<file path="config.mk">
export PLATFORM = sky130hd
export DESIGN_NAME = fifo_reader_flat
export DESIGN_NICKNAME = d
export VERILOG_FILES = /design/src/rtl/fifo_reader_if.sv /design/src/rtl/fifo_reader.sv /design/src/flat_wrapper.sv
export SDC_FILE = /design/constraint.sdc
export NUM_CORES = 1
export LEC_CHECK = 0
export CELL_PAD_IN_SITES_DETAIL_PLACEMENT = 0
export CELL_PAD_IN_SITES_GLOBAL_PLACEMENT = 1
export CORE_MARGIN = 2
export CORE_UTILIZATION = 55
export DETAILED_ROUTE_END_ITERATION = 10
export DONT_BUFFER_PORTS = 1
export GPL_TIMING_DRIVEN = 1
export PLACE_DENSITY = 0.9
export SLEW_MARGIN = 20
export SYNTH_ARGS = -nofsm -noshare
export SYNTH_HDL_FRONTEND = slang
export SYNTH_SLANG_ARGS = --single-unit
</file>
<file path="constraint.sdc">
create_clock -name clk -period 4.6 [get_ports clk]
set_input_delay 0.92 -clock clk [delete_from_list [all_inputs] [get_ports clk]]
set_output_delay 0.92 -clock clk [all_outputs]
set_load 0.005 [all_outputs]
</file>
<file path="src/rtl/fifo_reader_if.sv">
// Handshake bundle for fifo_reader: upstream FIFO pop port plus downstream valid/ready stream.
// master = the reader, slave = the FIFO/sink side.
interface fifo_reader_if #(parameter int data_width = 32);
   logic                  fifo_empty;
   logic                  fifo_rd_en;
   logic [data_width-1:0] fifo_dout;
   logic                  m_valid;
   logic [data_width-1:0] m_data;
   logic                  m_ready;

   modport master (
      input  fifo_empty, fifo_dout, m_ready,
      output fifo_rd_en, m_valid, m_data
   );

   modport slave (
      output fifo_empty, fifo_dout, m_ready,
      input  fifo_rd_en, m_valid, m_data
   );
endinterface

</file>
<file path="src/rtl/fifo_reader.sv">
// Pops an upstream FIFO (1-cycle read latency) into a 3-entry skid buffer feeding a valid/ready stream.
// Optional delivered-word counter enabled by macro FIFO_READER_CNT_EN.
module fifo_reader #(
   parameter int data_width = 32
) (
   input  logic          clk,
   input  logic          rst,
   input  logic          cs,
   input  logic          flush,
   fifo_reader_if.master bus,
   output logic [15:0]   rd_count
);

   logic [1:0]                  occ;
   logic                        infl;
   logic [2:0][data_width-1:0]  mem;
   logic [2:0][data_width-1:0]  mem_nxt;
   logic                        push;
   logic                        pop;
   logic [1:0]                  wr_idx;

   // Issue a pop only if the buffer can absorb it together with any word already in flight.
   assign bus.fifo_rd_en = rst & cs & ~bus.fifo_empty & ~flush &
                           ((3'(occ) + 3'(infl)) < 3'd3);

   assign bus.m_valid = (occ != 2'd0);
   assign bus.m_data  = mem[0];

   assign pop    = bus.m_valid & bus.m_ready;
   assign push   = infl & ~flush;
   assign wr_idx = pop ? occ - 2'd1 : occ;

   // Head lives in mem[0]; a transfer shifts everything down one slot.
   always_comb begin
      mem_nxt = mem;
      if (pop)
         mem_nxt = {mem[2], mem[2:1]};
      if (push)
         mem_nxt[wr_idx] = bus.fifo_dout;
   end

   always_ff @(posedge clk or negedge rst) begin
      if (!rst) begin
         occ  <= '0;
         infl <= 1'b0;
         mem  <= '0;
      end else begin
         infl <= bus.fifo_rd_en;
         mem  <= mem_nxt;
         if (flush)
            occ <= '0;
         else
            occ <= occ + {1'b0, push} - {1'b0, pop};
      end
   end

`ifdef FIFO_READER_CNT_EN
   always_ff @(posedge clk or negedge rst) begin
      if (!rst)
         rd_count <= '0;
      else if (pop)
         rd_count <= rd_count + 16'd1;
   end
`else
   assign rd_count = '0;
`endif

endmodule
</file>
<file path="src/flat_wrapper.sv">
// flat-port wrapper written by rule: the top's interface ports become plain ports
module fifo_reader_flat 
#(
   parameter int data_width = 32
)
  (clk, rst, cs, flush, rd_count, bus_fifo_empty, bus_fifo_dout, bus_m_ready, bus_fifo_rd_en, bus_m_valid, bus_m_data);
  fifo_reader_if #(.data_width(data_width)) bus_i ();
  input  logic clk;
  input  logic rst;
  input  logic cs;
  input  logic flush;
  output logic [15:0] rd_count;
  input wire logic [$bits(bus_i.fifo_empty)-1:0] bus_fifo_empty;
  input wire logic [$bits(bus_i.fifo_dout)-1:0] bus_fifo_dout;
  input wire logic [$bits(bus_i.m_ready)-1:0] bus_m_ready;
  output wire logic [$bits(bus_i.fifo_rd_en)-1:0] bus_fifo_rd_en;
  output wire logic [$bits(bus_i.m_valid)-1:0] bus_m_valid;
  output wire logic [$bits(bus_i.m_data)-1:0] bus_m_data;
  assign bus_i.fifo_empty = bus_fifo_empty;
  assign bus_i.fifo_dout = bus_fifo_dout;
  assign bus_i.m_ready = bus_m_ready;
  assign bus_fifo_rd_en = bus_i.fifo_rd_en;
  assign bus_m_valid = bus_i.m_valid;
  assign bus_m_data = bus_i.m_data;
  fifo_reader #(.data_width(data_width)) u_core (.clk(clk), .rst(rst), .cs(cs), .flush(flush), .bus(bus_i), .rd_count(rd_count));
endmodule
</file>
==> flow_summary.toml <==
[run_status]
status = "complete, no violations"

[global_routing]
grt_usage_pct = 18.6
antenna_found_initial = 0
grt_pass1_wl_um = 15200
grt_overflow = 0
grt_start_max_net_pins = 101
grt_pass1_vias = 3141

[synth]
syn_area_um2 = 5240
syn_inst = 436
ys_ff_latch = 99
synth_area_leaders = "dfrtp_1, mux2i_1, buf_4, mux2_2, nand3_1"
yosysWarnings = 0
avgSynthCellArea_um2 = 12.0
synth_top_area_share_pct = 47.2
yosys.area.top_type = "dfrtp_1"
synth_ff_type = "dfrtp_1"
synth_edf_count = 0
synth_commonest_cells = "dfrtp_1, mux2i_1, nand3_1, buf_4, mux2_2"
yosysMostFrequentCell = "dfrtp_1"
ys_seq_area_share_pct = 47.2
ys_async_sr_fraction_pct = 100
ys_types = 34

[clock_tree]
root_buffer = "clkbuf_8"
tritoncts = "done"
clk_pin_slew_ns = 0.09
insertion_delay_ns = 0.36
cts_buffers = 9
postCtsSetupRepairBufs = 0
ctsHtreeMaxLevel = 3
cts_resized = 0
clockBufferDepth = 2
cts-hold-fix-buffers = 0
numClockSinks = 99

[sta]
rsz0062_at_grt = "false"
finClkSkew_ns = 0.00892
tns_ns = 0
post-route-period-util_pct = 66.1
hold_violations = 0
relSlewSlack_pct = 44.8
min_period_ns = 3.04
fmax_mhz = 329
setup_violations = 0
slew_viol_final = 0
tightest_slew_ns = 0.827

[floorplan]
start_util_pct = 56.8
ioPinCount = 88
die_width_um = 102
die_h_um = 102
design.core.area_um2 = 9240
rows = 35
dieArea_um2 = 10300

[worst_setup_path]
cp_max_fo = 64
cp.arrival_ns = 3.33
slowest_delay_ns = 0.61
rr_worst_depth = 9
critical_path_buf_inv_count = 2
cp_common_cell = "ha_1"
startpoint_type = "flop"
crit_path_end_kind = "flop"
worstPathRequired_ns = 4.89
crit_path_top_delay_cell = "buf_4"
path_class = "flop to flop"
timing.rr.start = "u_core.occ[0]"
cpLargestDelayFamily = "buffers and inverters"
r2r_setup_slack_ns = 1.56
worstReg2RegEnd = "u_core.occ[1]"
path_cells = "inv_1 > ha_1 > and2b_4 > buf_4 > xnor2_1 > ha_1 > xor2_1 > or3_1 > a21oi_1"

[route]
drcViolationCount = 0
dr.pass1.iters = 6
vias = 3067
viasPerCell = 5.88
wl_per_cell_um = 17.4
wl_um = 9060
ant_nets = 0
drt_iter0_markers = 153

[pwr]
power.leakage_nw = 2.26
share_comb_of_total_power_pct = 25.7
clock_power_share_pct = 23.9
vdd_drop_max_uv = 197
p_per_area_nw_per_um2 = 492
cell_internal_pwr_w = 0.00177
p_seq_share_pct = 50.4
p_sw_share_pct = 31.3
p_sw_w = 0.000806

[placement]
globalplace.congestion = 0.719
port_buffers = 0
place_hpwl_um = 5580
numPlacedInstances = 505

[cells_and_area]
drive_above_1_share_pct = 21.4
area_delta_synth_final_pct = -0.0238
layout.cells.non_filler = 522
antenna_cells = 0
final_nets = 430

[hold_path]
hold_path_class = "input port to asynchronous set/reset pin"

[run]
cap_violations = 0
worst reg2reg max path: stages, from the launching register on:
cell and delay [ns]:
dfrtp_1 0.50, inv_1 0.18, ha_1 0.28, and2b_4 0.26
buf_4 0.61, xnor2_1 0.27, ha_1 0.25, xor2_1 0.15
or3_1 0.33, a21oi_1 0.16
cell type report:
class | instances | area [µm²]
Fill cell | 780 | 4000
Sequential cell | 99 | 2480
Multi-Input combinational cell | 267 | 2300
Tap cell | 129 | 161
Clock buffer | 10 | 128
Clock inverter | 6 | 90.1
Timing Repair Buffer | 7 | 72.6
Inverter | 4 | 15.0
placed cells by master (no fill, tap or decap), types with 2 or more instances in the layout:
master	n
dfrtp_1	99
conb_1	16
buf_4	6
clkinv_4	2
a2111oi_4	2
clkbuf_8	9
nand3_1	66
o211ai_2	24
mux2_2	32
bufinv_16	2
mux2i_1	89
nor3_1	8
ha_1	4
o211ai_1	9
inv_1	4
power by group through the flow:
stage | logic, W | registers (W) | clock network, W
global placement | 0.000639 | 0.00131 | 0
CTS | 0.000671 | 0.00130 | 0.000627
floorplan | 0.000733 | 0.00125 | 0
global route | 0.000743 | 0.00134 | 0.000669
finish | 0.000663 | 0.00130 | 0.000615
detailed placement | 0.000670 | 0.00132 | 0
how the worst max path moves through the flow:
stage | startpoint | to | cells past startpoint
after detailed placement | u_core.occ[0] | u_core.occ[1] | 9
after global routing | u_core.occ[0] | u_core.occ[1] | 9
final | u_core.occ[0] | u_core.occ[1] | 9
after floorplan | bus_fifo_empty | bus_fifo_rd_en | 2
after CTS | u_core.occ[0] | u_core.occ[1] | 9
after global placement | u_core.occ[0] | u_core.mem[40] | 6
cells by family after synthesis:
group           synth area share, %
compound gates                 8.78
xor+xnor                      0.334
fa+ha+maj                     0.954
buf+inv                        10.5
flops                          47.2
mux                            23.9
other cells                  0.0715
simple gates                   8.23
routing by layer:
metal  share of wire (%)  global-route usage [%]  up-vias
li1                    -                       -     1421
met1                  46                    23.8     1551
met2                  47                    30.7       83
met3                 5.6                    5.31       12
met4                 1.2                    5.72        0
met5                   0                       0        -
stage by stage:
step	area [µm²]	utilization [%]	total power, W	worst slack, ns	hold WS [ns]
floorplan	5300	-	0.00198	2.11	0.478
global placement	5000	54.1	0.00195	1.61	0.483
detailed placement	5000	54.1	0.00199	1.60	0.494
CTS	5220	56.4	0.00260	1.56	0.230
global route	5240	56.7	0.00275	1.29	0.208
finish	5240	56.7	0.00258	1.56	0.243
(Power assumes the default switching activity.)
